--- src/rtl/reservation_station_pkg.sv ---
`default_nettype none
// ============================================================================
//  Module      : reservation_station_pkg
//  Description : Shared types and constants for the reservation station:
//                physical tag, dispatch/issue packet, FU classes, opcodes.
//  Revision    : 1.0 - initial release
// ============================================================================
package reservation_station_pkg;

  localparam int PHYS_REG_IDX_W = 6;
  localparam int NUM_FU         = 5;

  // RV32 major opcodes and the M-extension funct7 used by the class decoder
  localparam logic [6:0] C_OPC_LOAD   = 7'b0000011;
  localparam logic [6:0] C_OPC_STORE  = 7'b0100011;
  localparam logic [6:0] C_OPC_OP     = 7'b0110011;
  localparam logic [6:0] C_OPC_OP_IMM = 7'b0010011;
  localparam logic [6:0] C_FUNCT7_MUL = 7'b0000001;

  typedef struct packed {
    logic [PHYS_REG_IDX_W-1:0] tag;
    logic                      ready;
  } TAG;

  typedef enum logic [3:0] {
    ALU_ADD  = 4'd0,
    ALU_SUB  = 4'd1,
    ALU_AND  = 4'd2,
    ALU_OR   = 4'd3,
    ALU_XOR  = 4'd4,
    ALU_SLL  = 4'd5,
    ALU_SRL  = 4'd6,
    ALU_SRA  = 4'd7,
    ALU_MUL  = 4'd8,
    ALU_DIV  = 4'd9,
    ALU_REM  = 4'd10,
    ALU_SLT  = 4'd11,
    ALU_SLTU = 4'd12,
    ALU_NOP  = 4'd15
  } alu_func_e;

  typedef struct packed {
    logic      valid;
    logic [31:0] inst;
    alu_func_e alu_func;
    TAG        T;
    TAG        T1;
    TAG        T2;
  } ID_EX_PACKET;

  // Index order doubles as issue priority: lower index wins
  typedef enum logic [2:0] {
    FU_ALU = 3'd0,
    FU_FP1 = 3'd1,
    FU_FP2 = 3'd2,
    FU_LD  = 3'd3,
    FU_ST  = 3'd4
  } fu_class_e;

endpackage : reservation_station_pkg
`default_nettype wire

--- src/rtl/reservation_station_entry.sv ---
`default_nettype none
// ============================================================================
//  Module      : reservation_station_entry
//  Description : One reservation-station slot. Captures a dispatched op with
//                its tags, snoops the CDB to wake sources (including a
//                same-cycle bypass at capture), reports ready, clears on issue.
//  Revision    : 1.0 - initial release
// ============================================================================
module reservation_station_entry
  import reservation_station_pkg::*;
(
  input  logic        clk,
  input  logic        rst,
  input  logic        i_load,
  input  logic        i_clear,
  input  ID_EX_PACKET i_op,
  input  TAG          i_T,
  input  TAG          i_T1,
  input  TAG          i_T2,
  input  TAG          i_cdb,
  output logic        o_busy,
  output logic        o_ready,
  output ID_EX_PACKET o_pkt
);

  logic        r_busy;
  ID_EX_PACKET r_pkt;

  logic w_byp1;
  logic w_byp2;
  logic w_wake1;
  logic w_wake2;

  // CDB matches against incoming tags (bypass) and stored tags (wakeup)
  assign w_byp1  = i_cdb.ready && (i_cdb.tag == i_T1.tag);
  assign w_byp2  = i_cdb.ready && (i_cdb.tag == i_T2.tag);
  assign w_wake1 = i_cdb.ready && (i_cdb.tag == r_pkt.T1.tag);
  assign w_wake2 = i_cdb.ready && (i_cdb.tag == r_pkt.T2.tag);

  // Slot state: capture on load, wake sources while occupied, free on issue
  always_ff @(posedge clk) begin
    if (rst) begin
      r_busy <= 1'b0;
      r_pkt  <= '0;
    end else if (i_load) begin
      r_busy         <= 1'b1;
      r_pkt          <= i_op;
      r_pkt.T        <= i_T;
      r_pkt.T1.tag   <= i_T1.tag;
      r_pkt.T1.ready <= i_T1.ready | w_byp1;
      r_pkt.T2.tag   <= i_T2.tag;
      r_pkt.T2.ready <= i_T2.ready | w_byp2;
    end else begin
      if (i_clear) begin
        r_busy <= 1'b0;
      end
      if (r_busy && w_wake1) begin
        r_pkt.T1.ready <= 1'b1;
      end
      if (r_busy && w_wake2) begin
        r_pkt.T2.ready <= 1'b1;
      end
    end
  end

  assign o_busy  = r_busy;
  assign o_ready = r_busy && r_pkt.T1.ready && r_pkt.T2.ready;
  assign o_pkt   = r_pkt;

endmodule : reservation_station_entry
`default_nettype wire

--- src/rtl/reservation_station.sv ---
`default_nettype none
// ============================================================================
//  Module      : reservation_station
//  Description : Five-slot reservation station (ALU, FP1, FP2, LD, ST). Decodes
//                the op class, dispatches into a free slot, wakes operands
//                from the CDB and issues one ready op per cycle with fixed
//                priority ALU > FP1 > FP2 > LD > ST through a registered port.
//  Revision    : 1.0 - initial release
// ============================================================================
module reservation_station
  import reservation_station_pkg::*;
(
  input  logic        clock,
  input  logic        reset,
  input  ID_EX_PACKET op,
  input  TAG          T,
  input  TAG          T1,
  input  TAG          T2,
  input  TAG          CDB,
  output logic        rs_busy_alu,
  output logic        rs_busy_fp1,
  output logic        rs_busy_fp2,
  output logic        rs_busy_ld,
  output logic        rs_busy_st,
  output ID_EX_PACKET issue_pkt,
  output logic        issue
);

  logic [6:0]        w_opcode;
  logic [2:0]        w_funct3;
  logic [6:0]        w_funct7;
  logic [NUM_FU-1:0] w_class;
  logic [NUM_FU-1:0] w_load;
  logic [NUM_FU-1:0] w_busy;
  logic [NUM_FU-1:0] w_ready;
  logic [NUM_FU-1:0] w_grant;
  logic [2:0]        w_sel;
  ID_EX_PACKET       w_pkt [NUM_FU];

  logic        r_issue;
  ID_EX_PACKET r_issue_pkt;

  assign w_opcode = op.inst[6:0];
  assign w_funct3 = op.inst[14:12];
  assign w_funct7 = op.inst[31:25];

  // One-hot class decode; anything not LD/ST/MUL/DIV goes to the ALU slot
  always_comb begin
    w_class = '0;
    if (w_opcode == C_OPC_LOAD) begin
      w_class[FU_LD] = 1'b1;
    end else if (w_opcode == C_OPC_STORE) begin
      w_class[FU_ST] = 1'b1;
    end else if ((w_opcode == C_OPC_OP) && (w_funct7 == C_FUNCT7_MUL)) begin
      if (w_funct3[2]) begin
        w_class[FU_FP2] = 1'b1;
      end else begin
        w_class[FU_FP1] = 1'b1;
      end
    end else begin
      w_class[FU_ALU] = 1'b1;
    end
  end

  // A busy slot ignores dispatch, so it is never overwritten
  assign w_load = {NUM_FU{op.valid}} & w_class & ~w_busy;

  generate
    for (genvar g = 0; g < NUM_FU; g++) begin : g_entry
      reservation_station_entry u_entry (
        .clk     (clock),
        .rst     (reset),
        .i_load  (w_load[g]),
        .i_clear (w_grant[g]),
        .i_op    (op),
        .i_T     (T),
        .i_T1    (T1),
        .i_T2    (T2),
        .i_cdb   (CDB),
        .o_busy  (w_busy[g]),
        .o_ready (w_ready[g]),
        .o_pkt   (w_pkt[g])
      );
    end
  endgenerate

  // Fixed-priority pick: lowest class index among ready slots
  always_comb begin
    w_grant = '0;
    w_sel   = 3'd0;
    for (int i = NUM_FU - 1; i >= 0; i--) begin
      if (w_ready[i]) begin
        w_grant = '0;
        w_grant[i] = 1'b1;
        w_sel   = 3'(i);
      end
    end
  end

  // Issue register; the packet holds its last value between issues
  always_ff @(posedge clock) begin
    if (reset) begin
      r_issue     <= 1'b0;
      r_issue_pkt <= '0;
    end else begin
      r_issue <= |w_ready;
      if (|w_ready) begin
        r_issue_pkt <= w_pkt[w_sel];
      end
    end
  end

  assign issue       = r_issue;
  assign issue_pkt   = r_issue_pkt;
  assign rs_busy_alu = w_busy[FU_ALU];
  assign rs_busy_fp1 = w_busy[FU_FP1];
  assign rs_busy_fp2 = w_busy[FU_FP2];
  assign rs_busy_ld  = w_busy[FU_LD];
  assign rs_busy_st  = w_busy[FU_ST];

endmodule : reservation_station
`default_nettype wire

--- config.mk ---
export PLATFORM = sky130hd
export DESIGN_NAME = reservation_station
export DESIGN_NICKNAME = d
export VERILOG_FILES = /design/src/rtl/reservation_station_pkg.sv /design/src/rtl/reservation_station_entry.sv /design/src/rtl/reservation_station.sv
export SDC_FILE = /design/constraint.sdc
export NUM_CORES = 1
export LEC_CHECK = 0
export ABC_CLOCK_PERIOD_IN_PS = 4100
export CAP_MARGIN = 10
export CORE_MARGIN = 2
export CORE_UTILIZATION = 40
export CTS_CLUSTER_DIAMETER = 40
export CTS_CLUSTER_SIZE = 20
export DETAILED_ROUTE_END_ITERATION = 8
export HOLD_SLACK_MARGIN = 0.06
export PLACE_DENSITY = 0.57
export SLEW_MARGIN = 40
export SYNTH_ARGS = -nofsm -noshare
export SYNTH_HDL_FRONTEND = slang
export SYNTH_SLANG_ARGS = --single-unit
--- constraint.sdc ---
create_clock -name clock -period 4.1 [get_ports clock]
set_input_delay 0.82 -clock clock [delete_from_list [all_inputs] [get_ports clock]]
set_output_delay 0.82 -clock clock [all_outputs]
set_load 0.005 [all_outputs]
; Yosys cells after proc, flatten, opt, wreduce, memory -nomap -nowiden
; Cells that the tools add are included.
[totals]
reg_bits = 354
output_inout_bits = 64
[op_classes]
order_cmp = 1
eq_ne = 16
mux = 52
bitwise_logic = 6
reduce_logical = 49
[ops]
columns = op, count
row1 = binary-select mux 58 bit (select 3 bit), 1
row2 = 2-to-1 mux 58 bit, 2
row3 = equality test 6 bit, 12
row4 = 2-to-1 mux 1 bit, 36
row5 = logical AND 1 bit, 33
row6 = nonzero test 2 bit, 15
row7 = 2-to-1 mux 5 bit, 5
row8 = 2-to-1 mux 3 bit, 7
row9 = "equality test 7 x 6 -> 1 bit, second input constant", 2
row10 = AND 5 bit, 2
row11 = "equality test 7 x 1 -> 1 bit, second input constant", 1
row12 = "equality test 7 x 2 -> 1 bit, second input constant", 1
row13 = NOT 5 bit, 1
row14 = OR reduction 5 bit, 1
row15 = "greater-or-equal comparator 4 bit, second input constant", 1
row16 = NOT 3 -> 4 bit, 1
row17 = 2-to-1 mux 2 bit, 1
row18 = OR 1 bit, 2

; Logic depth before layout (Yosys ltp)
; Gate-level depths: netlist of run 1.
[logic_depth]
ltp_word = 11
mapped_depth = 7
ltp_nobuf = 4

; Cells and area by module
; A second synthesis of run 1 with hierarchy kept.
[hier_totals]
cells_unflattened = 1602
hier_area_um2 = 16145.5
[modules_own_cells]
columns = module, instances, cells_per_inst, area_per_inst_um2, seq_area_each_um2
row1 = reservation_station_entry, 5, 233, 2412.3, 1181.1
row2 = reservation_station, 1, 437, 4083.9, 1181.1

; Worst setup path after synthesis of run 1
; Ideal clock, no wire load.
[synth_path]
path_type = input to register
from = in op[27] in the netlist's numbering
to = reg g_entry[0].u_entry.r_pkt, in the netlist g_entry[0].u_entry.o_pkt[10]
setup_ns = 0.070
t_arrival_ns = 1.984
t_required_ns = 4.030
slack_ns = 2.045
path_stages = 6
path_cell_list = nor3b_2 a21bo_2 buf_2 buf_1 nand3_1 a21oi_1
[synth_between]
elab_chain_cells = 7
elab_cells_between_ends = 9
[synth_rtl]
columns = element, line
row1 = from (decl), reservation_station.sv:15  ; input ID_EX_PACKET op,
row2 = equality test 7 x 6 -> 1 bit, reservation_station.sv:54  ; end else if ((w_opcode == C_OPC_OP) && (w_funct7 == C_FUNCT7_MUL)) begin
row3 = logical AND 1 bit, reservation_station.sv:54
row4 = 2-to-1 mux 1 bit, reservation_station.sv:54
row5 = 2-to-1 mux 3 bit, reservation_station.sv:52  ; end else if (w_opcode == C_OPC_STORE) begin
row6 = 2-to-1 mux 3 bit (*), reservation_station.sv:50  ; if (w_opcode == C_OPC_LOAD) begin
row7 = AND 5 bit (*) (2 in a row), reservation_station.sv:66  ; assign w_load = {NUM_FU{op.valid}} & w_class & ~w_busy;
row8 = to (signal assigned), reservation_station_entry.sv:47  ; r_pkt <= i_op;
row9 = to (decl), reservation_station_entry.sv:27  ; ID_EX_PACKET r_pkt;
; Mark *: on every way between the ends. The rest lies on a longest branch, timed or not.
; A chain may end at the register's enable or synchronous reset.

; Worst setup path in the final report of run 1
[layout_path]
from = in op[27] in the netlist's numbering
to = reg g_entry[1].u_entry.r_pkt, in the netlist g_entry[1].u_entry.o_pkt[32]
[layout_between]
elab_chain_cells = 7
elab_cells_between_ends = 9
[layout_rtl]
columns = element, line
row1 = equality test 7 x 6 -> 1 bit, reservation_station.sv:54
row2 = logical AND 1 bit, reservation_station.sv:54
row3 = 2-to-1 mux 2 bit, reservation_station.sv:54
row4 = 2-to-1 mux 3 bit, reservation_station.sv:52
row5 = 2-to-1 mux 3 bit (*), reservation_station.sv:50
row6 = AND 5 bit (*) (2 in a row), reservation_station.sv:66
row7 = to (signal assigned), reservation_station_entry.sv:47
row8 = to (decl), reservation_station_entry.sv:27
; Marked as above.

==> flow_summary.html, run 1 <==
<table>
<tr><th>Metric</th><th>Value</th></tr>
<tr><th colspan="2">Floorplanning</th></tr>
<tr><td>DIE HEIGHT</td><td>a little under 200 um</td></tr>
<tr><td>Horizontal extent of the die</td><td>between 150 and 200 um</td></tr>
<tr><td>Effective utilization at floorplan</td><td>~41%</td></tr>
<tr><td>I/O pin count</td><td>152</td></tr>
<tr><td>CORE AREA</td><td>between 30,000 and 40,000 sq um</td></tr>
<tr><td>Number of cell rows</td><td>70</td></tr>
<tr><td>Total Die Area</td><td>38,500 sq um</td></tr>
<tr><th colspan="2">STA</th></tr>
<tr><td>Setup_tns</td><td>0 ns</td></tr>
<tr><td>Maximum clock skew at final layout</td><td>around 0.023 ns</td></tr>
<tr><td>Crit path time final</td><td>2.74 ns</td></tr>
<tr><td>Highest clock frequency the design can meet</td><td>between 300 and 400 MHz</td></tr>
<tr><td>Setup violators final</td><td>0</td></tr>
<tr><td>RSZ-0062 raised after global routing</td><td>no</td></tr>
<tr><td>Final worst path period share</td><td>between 60% and 70%</td></tr>
<tr><td>Worst slew pin tran</td><td>0.845 ns</td></tr>
<tr><td>Final-report hold violation count</td><td>0</td></tr>
<tr><td>Final Max Tran Viols</td><td>0</td></tr>
<tr><td>Max_slew headroom</td><td>~44%</td></tr>
<tr><th colspan="2">Layout</th></tr>
<tr><td>Footprint of the multi-input gates</td><td>7030 sq um</td></tr>
<tr><td>Area Overhead vs Synth</td><td>23.6%</td></tr>
<tr><td>Layout filler cell count</td><td>approximately 3.4k</td></tr>
<tr><td>Final Util</td><td>about half</td></tr>
<tr><td>Number of nets in the final layout</td><td>around 1.9k</td></tr>
<tr><td>Final Instance Count excl. Fillers</td><td>around 2.3k</td></tr>
<tr><td>Final non-filler cell area</td><td>18,200 sq um</td></tr>
<tr><td>Sequential cell area</td><td>7090 sq um</td></tr>
<tr><td>Fraction of final layout cells with drive strength greater than 1</td><td>approximately 8.5%</td></tr>
<tr><th colspan="2">Critical path</th></tr>
<tr><td>Reg-to-reg slack, setup</td><td>around 1.6 ns</td></tr>
<tr><td>Buffers plus inverters on the worst setup path</td><td>2</td></tr>
<tr><td>Type of the worst setup path</td><td>in -&gt; reg</td></tr>
<tr><td>Slowest cell on the critical path</td><td>sky130_fd_sc_hd__clkdlybuf4s50_1</td></tr>
<tr><td>Crit-path max cell delay</td><td>0.56 ns</td></tr>
<tr><td>Critical-path maximum fanout</td><td>81</td></tr>
<tr><td>Data arrival, critical path</td><td>around 3.2 ns</td></tr>
<tr><td>Kind of cell adding the most delay to the critical path</td><td>simple AND/OR/NAND/NOR gates</td></tr>
<tr><td>Worst-path cell chain</td><td>clkdlybuf4s50_1, nor3b_2, and4_4, buf_12, nand3_1, a21oi_1</td></tr>
<tr><td>Sort of element at the start of the critical path</td><td>input pin</td></tr>
<tr><td>Worst Setup End Kind</td><td>flop</td></tr>
<tr><td>CP Data Required Time</td><td>around 4.6 ns</td></tr>
<tr><th colspan="2">Global routing</th></tr>
<tr><td>Global Route met1 Usage</td><td>between 30% and 40%</td></tr>
<tr><td>First-pass GRT wire length</td><td>about 78 mm</td></tr>
<tr><td>All-Layer GR Usage</td><td>between 20% and 30%</td></tr>
<tr><td>GR met2 Demand/Resource</td><td>between 40% and 50%</td></tr>
<tr><td>Number of global-route vias before repair</td><td>about 13k</td></tr>
<tr><td>Met3 capacity usage during global routing</td><td>approximately 4.4%</td></tr>
<tr><td>Most congested layer reported by global routing</td><td>met2</td></tr>
<tr><td>Maximum number of pins on one net before global-route repair</td><td>approximately 80</td></tr>
<tr><td>Initial antenna violation count</td><td>2</td></tr>
<tr><td>GRT overflow</td><td>0</td></tr>
<tr><th colspan="2">Route</th></tr>
<tr><td>Number of remaining DRC errors</td><td>0</td></tr>
<tr><td>Total length of routed wires</td><td>50.6 mm</td></tr>
<tr><td>Post-route antenna net violation count</td><td>0</td></tr>
<tr><td>TritonRoute pass-1 iters</td><td>6</td></tr>
<tr><td>Vias per Instance</td><td>around 5.9</td></tr>
<tr><td>Routed len/inst</td><td>between 20 and 25 um</td></tr>
<tr><td>Vias post-DR</td><td>13.7k</td></tr>
<tr><td>Initial DRC count</td><td>between 1k and 1.5k</td></tr>
<tr><th colspan="2">Synthesis</th></tr>
<tr><td>Cell area after synthesis</td><td>between 10,000 and 15,000 sq um</td></tr>
<tr><td>Mux cell area share after synthesis</td><td>3.80%</td></tr>
<tr><td>Cell type contributing the most total cell area after synthesis</td><td>sky130_fd_sc_hd__dfxtp_1</td></tr>
<tr><td>Largest family of logic cells by synthesized area</td><td>compound AO/OA/AOI/OAI gates</td></tr>
<tr><td>Synth Area in Compound Gates</td><td>between 20% and 30%</td></tr>
<tr><td>Top flip-flop cell by instance count after synthesis</td><td>sky130_fd_sc_hd__dfxtp_1</td></tr>
<tr><td>Post-synthesis net count</td><td>1,837</td></tr>
<tr><td>Area share of xor/xnor cells in the synthesized design</td><td>4.27%</td></tr>
<tr><td>Area share of and/or/nand/nor cells after synthesis</td><td>between 15 and 20%</td></tr>
<tr><td>Number of enable flip-flop cells after synthesis</td><td>0</td></tr>
<tr><td>Library cell with the highest instance count after synthesis</td><td>sky130_fd_sc_hd__dfxtp_1</td></tr>
<tr><td>Share of flip-flops with an asynchronous set or reset after synthesis</td><td>0%</td></tr>
<tr><td>Number of warnings printed during yosys synthesis</td><td>0</td></tr>
<tr><td>Cell types with the largest area share after synthesis</td><td>sky130_fd_sc_hd__dfxtp_1 48%, sky130_fd_sc_hd__a21oi_1 8.4%, sky130_fd_sc_hd__o21ai_0 6.4%</td></tr>
<tr><td>Proportion of synthesized chip area in sequential cells</td><td>48.0%</td></tr>
<tr><td>Adder and majority cell fraction of the synthesized area</td><td>0%</td></tr>
<tr><td>Leading cell types by count after synthesis</td><td>354 x sky130_fd_sc_hd__dfxtp_1, 249 x sky130_fd_sc_hd__a21oi_1, 206 x sky130_fd_sc_hd__nand2_1</td></tr>
<tr><td>Mean post-synth cell area</td><td>8.44 sq um</td></tr>
<tr><td>Cell count after synthesis</td><td>about 1.7k</td></tr>
<tr><td>Count of different cell masters after synthesis</td><td>48</td></tr>
<tr><td>Total of flip-flops plus latches after synthesis</td><td>354</td></tr>
<tr><td>Proportion of netlist area held by the largest area contributor</td><td>about 48%</td></tr>
<tr><th colspan="2">Job</th></tr>
<tr><td>Number of max-capacitance violations reported</td><td>0</td></tr>
<tr><th colspan="2">Power</th></tr>
<tr><td>Max IR drop VDD</td><td>approximately 320 uV</td></tr>
<tr><td>Total chip power</td><td>approximately 8.7 mW</td></tr>
<tr><td>Power per Cell Area</td><td>around 470 nW/um^2</td></tr>
<tr><td>Leak pwr</td><td>6.32 nW</td></tr>
<tr><th colspan="2">Clock tree</th></tr>
<tr><td>Total of cells resized after clock tree synthesis</td><td>0</td></tr>
<tr><td>Count of H-tree levels built during CTS</td><td>2</td></tr>
<tr><td>Clock-pin slew on the worst setup and hold paths</td><td>around 0.060 ns</td></tr>
<tr><td>Clock sinks</td><td>354</td></tr>
<tr><td>Clock root cell</td><td>sky130_fd_sc_hd__clkbuf_16</td></tr>
<tr><td>Hold Buf Count CTS</td><td>0</td></tr>
<tr><td>TritonCTS buffer count</td><td>52</td></tr>
<tr><td>Buffers inserted during post-CTS setup optimization</td><td>0</td></tr>
<tr><td>TritonCTS clock tree</td><td>yes</td></tr>
<tr><td>Maximum clock path buffer count</td><td>3</td></tr>
<tr><td>Clock insertion delay at the later pin of the skew report</td><td>0.58 ns</td></tr>
<tr><th colspan="2">Place</th></tr>
<tr><td>GPL Wtd Cong</td><td>approximately 0.84</td></tr>
<tr><td>Post-Place Cells</td><td>~2.2k</td></tr>
<tr><td>Post-detail-place hpwl</td><td>29.5 mm</td></tr>
<tr><td>I/O Buffers</td><td>130</td></tr>
<tr><td>Placed cell area</td><td>16,400 sq um</td></tr>
<tr><th colspan="2">Worst hold path</th></tr>
<tr><td>Path class of the lowest-slack min-delay path</td><td>reg -&gt; reg</td></tr>
<tr><th colspan="2">Status</th></tr>
<tr><td>Status</td><td>completed</td></tr>
</table>
-- kinds of logic after synthesis --
kind of cell              after synthesis
AOI/OAI and AO/OA                     585
xor gates and xnor gates               72
buffers and inverters                 172
DFF                                   354
muxes                                  56
and+or+nand+nor                       510
-- report_power, final --
part	internal (mW)	switching (mW)
Clock	2.88	1.74
Sequential	3.49	0.0332
Combinational	0.174	0.344
Total	6.54	2.12
-- tightest hold or removal path: stages, from the launching register on --
cell and delay (ns):
sky130_fd_sc_hd__dfxtp_1 0.31, sky130_fd_sc_hd__inv_1 0.05, sky130_fd_sc_hd__a21oi_1 0.05
-- registers in the layout, summed over array words and instances (netlist names) --
| signal | count |
|---|---|
| g_entry.u_entry.o_pkt | 290 |
| issue_pkt | 58 |
| g_entry.u_entry.o_busy | 5 |
| issue | 1 |
-- metrics by stage --
stage,setup WS (ns),hold slack (ns)
final,1.36,0.451
after global routing,1.25,0.466
after CTS,1.41,0.453
after detailed placement,0.810,0.438
after global placement,0.828,0.437
after floorplan,2.05,0.424
-- final timing paths --
kind                             start                      endpoint  depth (start not counted)
max reg2reg  g_entry[3].u_entry.o_busy                 issue_pkt[42]                          5
min                       issue_pkt[0]                  issue_pkt[0]                          2
min reg2reg               issue_pkt[0]                  issue_pkt[0]                          2
max                             op[27]  g_entry[1].u_entry.o_pkt[32]                          6
-- layer usage --
metal  share of wire (%)  vias up
met3                 7.1       89
met2                  47      530
li1                    -     6382
met4                 2.8        0
met1                  43     6652
met5                   0        -
-- cell type report --
class | instances | share of cell area [%]
timing repair buffer | 168 | 9.23
clock inverter | 38 | 2.57
clock buffer | 58 | 7.48
tap | 468 | 3.21
sequential | 354 | 38.9
antenna | 2 | 0.0274
multi-input combinational | 1223 | 38.6
inverter | 3 | 0.0617
-- cells in the final DEF, fill, tap and decap left out, types with 3 or more instances in the layout --
| cell | netlist | layout |
|---|---|---|
| sky130_fd_sc_hd__clkinv_4 | 0 | 5 |
| sky130_fd_sc_hd__o32ai_1 | 56 | 56 |
| sky130_fd_sc_hd__inv_6 | 0 | 6 |
| sky130_fd_sc_hd__buf_12 | 0 | 6 |
| sky130_fd_sc_hd__nand3_1 | 142 | 140 |
| sky130_fd_sc_hd__mux2i_1 | 56 | 56 |
| sky130_fd_sc_hd__and2_1 | 19 | 19 |
| sky130_fd_sc_hd__nand4_1 | 5 | 5 |
| sky130_fd_sc_hd__xnor2_1 | 29 | 29 |
| sky130_fd_sc_hd__clkinvlp_4 | 0 | 9 |
| sky130_fd_sc_hd__clkbuf_8 | 0 | 5 |
| sky130_fd_sc_hd__a41oi_1 | 8 | 8 |
| sky130_fd_sc_hd__o21ai_0 | 188 | 188 |
| sky130_fd_sc_hd__nand2_1 | 206 | 205 |
| sky130_fd_sc_hd__a221oi_1 | 59 | 59 |
| sky130_fd_sc_hd__xor2_1 | 43 | 43 |
| sky130_fd_sc_hd__clkinv_2 | 0 | 7 |
| sky130_fd_sc_hd__clkinv_8 | 0 | 3 |
| sky130_fd_sc_hd__a21oi_1 | 249 | 248 |
| sky130_fd_sc_hd__buf_4 | 2 | 30 |
| sky130_fd_sc_hd__nor3_1 | 5 | 4 |
| sky130_fd_sc_hd__o21ai_1 | 6 | 6 |
| sky130_fd_sc_hd__nor2_1 | 94 | 92 |
| sky130_fd_sc_hd__nor4_1 | 10 | 10 |
| sky130_fd_sc_hd__bufinv_16 | 0 | 7 |
| sky130_fd_sc_hd__dfxtp_1 | 354 | 354 |
| sky130_fd_sc_hd__and3_1 | 12 | 10 |
| sky130_fd_sc_hd__clkdlybuf4s50_1 | 0 | 128 |
| sky130_fd_sc_hd__clkbuf_16 | 0 | 52 |
| sky130_fd_sc_hd__o22ai_1 | 6 | 6 |
(Power assumes the default switching activity.)
==> inputs of run 2 (changes only) <==
ABC_CLOCK_PERIOD_IN_PS = 2620   (was 4100)
clock period = 2.62 ns   (was 4.1 ns; I/O delays follow)
==> run 2 against run 1 <==
Sequential cell count unchanged. Wire length up 2.0%. Non-clock buffer count grew 51. Largest cell class unchanged. Setup slack worse by 1.1 ns. Critical path type is now reg -> out. Clock-buffer cell count grew 2. First-iteration DRC count is 9.5% higher. Critical endpoint is now rs_busy_alu. Register-to-register slack worse by 1.2 ns.
==> flow_summary.html, run 2 (synthesis gave the netlist of run 1 again) <==
<table>
<tr><th>Metric</th><th>Value</th></tr>
<tr><th colspan="2">STA</th></tr>
<tr><td>Final Max Tran Viols</td><td>0 (unchanged)</td></tr>
<tr><td>Crit path time final</td><td>2.35 ns</td></tr>
<tr><td>Setup slack of the critical path after layout</td><td>0.274 ns (was 1.36 ns)</td></tr>
<tr><td>Setup violators final</td><td>0 (unchanged)</td></tr>
<tr><td>Setup_tns</td><td>0 ns (unchanged)</td></tr>
<tr><td>Final worst path period share</td><td>89.6%</td></tr>
<tr><td>Worst slew pin tran</td><td>0.826 ns (was 0.845 ns)</td></tr>
<tr><td>RSZ-0062 raised after global routing</td><td>no (unchanged)</td></tr>
<tr><td>Highest clock frequency the design can meet</td><td>about 430 MHz</td></tr>
<tr><td>Worst hold slack</td><td>0.244 ns (was 0.451 ns)</td></tr>
<tr><td>Max_slew headroom</td><td>44.9% (was 43.7%)</td></tr>
<tr><td>Final-report hold violation count</td><td>0 (unchanged)</td></tr>
<tr><td>Maximum clock skew at final layout</td><td>0.00940 ns (was 0.0225 ns)</td></tr>
<tr><th colspan="2">Critical path</th></tr>
<tr><td>CP Data Required Time</td><td>2.10 ns (was 4.59 ns)</td></tr>
<tr><td>Buffers plus inverters on the worst setup path</td><td>1 (was 2)</td></tr>
<tr><td>Critical-path maximum fanout</td><td>8 (was 81)</td></tr>
<tr><td>Worst Setup End Kind</td><td>output pin (was flop)</td></tr>
<tr><td>Sort of element at the start of the critical path</td><td>flop (was input pin)</td></tr>
<tr><td>Crit-path max cell delay</td><td>0.63 ns (was 0.56 ns)</td></tr>
<tr><td>Kind of cell adding the most delay to the critical path</td><td>flip-flops (was simple AND/OR/NAND/NOR gates)</td></tr>
<tr><td>Slowest cell on the critical path</td><td>sky130_fd_sc_hd__dfxtp_1 (was sky130_fd_sc_hd__clkdlybuf4s50_1)</td></tr>
<tr><td>Data arrival, critical path</td><td>1.82 ns (was 3.24 ns)</td></tr>
<tr><td>Type of the worst setup path</td><td>reg -&gt; out (was in -&gt; reg)</td></tr>
<tr><td>Worst-path cell chain</td><td>clkdlybuf4s50_1 (was clkdlybuf4s50_1, nor3b_2, and4_4, buf_12, nand3_1, a21oi_1)</td></tr>
<tr><th colspan="2">Layout</th></tr>
<tr><td>Final Util</td><td>51.9% (was 50.1%)</td></tr>
<tr><td>Number of nets in the final layout</td><td>1,942 (was 1,890)</td></tr>
<tr><td>Final Instance Count excl. Fillers</td><td>2,369 (was 2,314)</td></tr>
<tr><td>Layout filler cell count</td><td>3,365 (was 3,427)</td></tr>
<tr><td>Area Overhead vs Synth</td><td>28.1% (was 23.6%)</td></tr>
<tr><td>Fraction of final layout cells with drive strength greater than 1</td><td>11.2% (was 8.51%)</td></tr>
<tr><td>Commonest non-fill, non-tap cell in the layout</td><td>sky130_fd_sc_hd__dfxtp_1 (unchanged)</td></tr>
<tr><td>Final non-filler cell area</td><td>18,900 sq um (was 18,200 sq um)</td></tr>
<tr><td>Number of flip-flops under the largest register name</td><td>290 (unchanged)</td></tr>
<tr><td>Commonest cells after routing, fill and taps aside</td><td>354 x sky130_fd_sc_hd__dfxtp_1, 248 x sky130_fd_sc_hd__a21oi_1, 205 x sky130_fd_sc_hd__nand2_1, 188 x sky130_fd_sc_hd__o21ai_0, 140 x sky130_fd_sc_hd__nand3_1 (unchanged)</td></tr>
<tr><th colspan="2">Route</th></tr>
<tr><td>Routed len/inst</td><td>21.8 um (was 21.9 um)</td></tr>
<tr><td>Number of remaining DRC errors</td><td>0 (unchanged)</td></tr>
<tr><td>Initial DRC count</td><td>1,349 (was 1,232)</td></tr>
<tr><td>Post-route antenna net violation count</td><td>0 (unchanged)</td></tr>
<tr><td>Vias post-DR</td><td>13.9k (was 13.7k)</td></tr>
<tr><td>Total length of routed wires</td><td>51.6 mm (was 50.6 mm)</td></tr>
<tr><td>TritonRoute pass-1 iters</td><td>5 (was 6)</td></tr>
<tr><td>Vias per Instance</td><td>5.87 (was 5.90)</td></tr>
<tr><th colspan="2">Place</th></tr>
<tr><td>Placed cell area</td><td>17,000 sq um (was 16,400 sq um)</td></tr>
<tr><td>Post-Place Cells</td><td>2,267 (was 2,216)</td></tr>
<tr><td>Worst slack, placed</td><td>-0.120 ns (was 0.810 ns)</td></tr>
<tr><td>I/O Buffers</td><td>130 (unchanged)</td></tr>
<tr><td>GPL Wtd Cong</td><td>0.879 (was 0.839)</td></tr>
<tr><td>Post-detail-place hpwl</td><td>31.0 mm (was 29.5 mm)</td></tr>
<tr><th colspan="2">Clock tree</th></tr>
<tr><td>Clock root cell</td><td>sky130_fd_sc_hd__clkbuf_16 (unchanged)</td></tr>
<tr><td>Total of cells resized after clock tree synthesis</td><td>0 (unchanged)</td></tr>
<tr><td>TritonCTS buffer count</td><td>53 (was 52)</td></tr>
<tr><td>Maximum clock path buffer count</td><td>3 (unchanged)</td></tr>
<tr><td>Buffers inserted during post-CTS setup optimization</td><td>0 (unchanged)</td></tr>
<tr><td>Clock insertion delay at the later pin of the skew report</td><td>0.60 ns (was 0.58 ns)</td></tr>
<tr><td>Clock sinks</td><td>354 (unchanged)</td></tr>
<tr><td>Clock-pin slew on the worst setup and hold paths</td><td>0.06 ns (about the same)</td></tr>
<tr><td>Count of H-tree levels built during CTS</td><td>2 (unchanged)</td></tr>
<tr><td>TritonCTS clock tree</td><td>yes (unchanged)</td></tr>
<tr><td>Hold Buf Count CTS</td><td>0 (unchanged)</td></tr>
<tr><th colspan="2">Power</th></tr>
<tr><td>Total chip power</td><td>14.0 mW (was 8.66 mW)</td></tr>
<tr><td>Leak pwr</td><td>6.71 nW (was 6.32 nW)</td></tr>
<tr><td>Power per Cell Area</td><td>743 nW/um^2 (was 475 nW/um^2)</td></tr>
<tr><td>Max IR drop VDD</td><td>491 uV (was 321 uV)</td></tr>
<tr><th colspan="2">Floorplanning</th></tr>
<tr><td>Total Die Area</td><td>38,500 sq um (unchanged)</td></tr>
<tr><td>DIE HEIGHT</td><td>196 um (unchanged)</td></tr>
<tr><td>Number of cell rows</td><td>70 (unchanged)</td></tr>
<tr><td>CORE AREA</td><td>36,400 sq um (unchanged)</td></tr>
<tr><td>Effective utilization at floorplan</td><td>40.5% (unchanged)</td></tr>
<tr><td>Horizontal extent of the die</td><td>196 um (unchanged)</td></tr>
<tr><td>I/O pin count</td><td>152 (unchanged)</td></tr>
<tr><th colspan="2">Status</th></tr>
<tr><td>Status</td><td>completed (unchanged)</td></tr>
<tr><th colspan="2">Job</th></tr>
<tr><td>Number of max-capacitance violations reported</td><td>0 (unchanged)</td></tr>
<tr><th colspan="2">Global routing</th></tr>
<tr><td>All-Layer GR Usage</td><td>26.4% (was 25.9%)</td></tr>
<tr><td>GRT overflow</td><td>0 (unchanged)</td></tr>
<tr><td>First-pass GRT wire length</td><td>79.5 mm (was 78.4 mm)</td></tr>
<tr><td>Maximum number of pins on one net before global-route repair</td><td>158 (was 82)</td></tr>
<tr><td>Number of global-route vias before repair</td><td>13.6k (was 13.3k)</td></tr>
<tr><td>Initial antenna violation count</td><td>3 (was 2)</td></tr>
<tr><th colspan="2">Worst hold path</th></tr>
<tr><td>Path class of the lowest-slack min-delay path</td><td>in -&gt; reg (was reg -&gt; reg)</td></tr>
</table>
-- run 2: worst paths after layout --
path	start	end	slack [ns]	cells past startpoint
hold reg to reg	g_entry[3].u_entry.o_pkt[35]	g_entry[3].u_entry.o_pkt[35]	0.45	2
setup / recovery	g_entry[0].u_entry.o_busy	rs_busy_alu	0.27	1
hold / removal	reset	g_entry[3].u_entry.o_pkt[13]	0.24	2
setup reg to reg	g_entry[3].u_entry.o_busy	issue_pkt[13]	0.39	5
-- run 2: cell type report --
type	instances	area, sq um	area share [%]
inverter	3	11.3	0.0595
clock inverter	40	518	2.74
antenna	2	5.00	0.0265
clock buffer	60	1420	7.53
tap	468	586	3.10
sequential	354	7090	37.5
multi-input combinational	1223	7030	37.2
timing repair buffer	219	2250	11.9
-- run 2: where the power goes --
group | leakage [nW] | internal (mW) | total [mW] | switching (mW)
combinational | 2.90 | 0.329 | 0.882 | 0.553
sequential | 2.86 | 5.46 | 5.51 | 0.0515
clock | 0.944 | 4.79 | 7.65 | 2.86
total | 6.71 | 10.6 | 14.0 | 3.47
-- run 2: per-layer routing --
layer | track usage [%] | vias to the layer above | wire [um]
met5 | 0 | - | 18
li1 | - | 6517 | -
met4 | 9.18 | 2 | 1290
met1 | 35.4 | 6716 | 22600
met2 | 42.7 | 580 | 23900
met3 | 4.88 | 101 | 3780
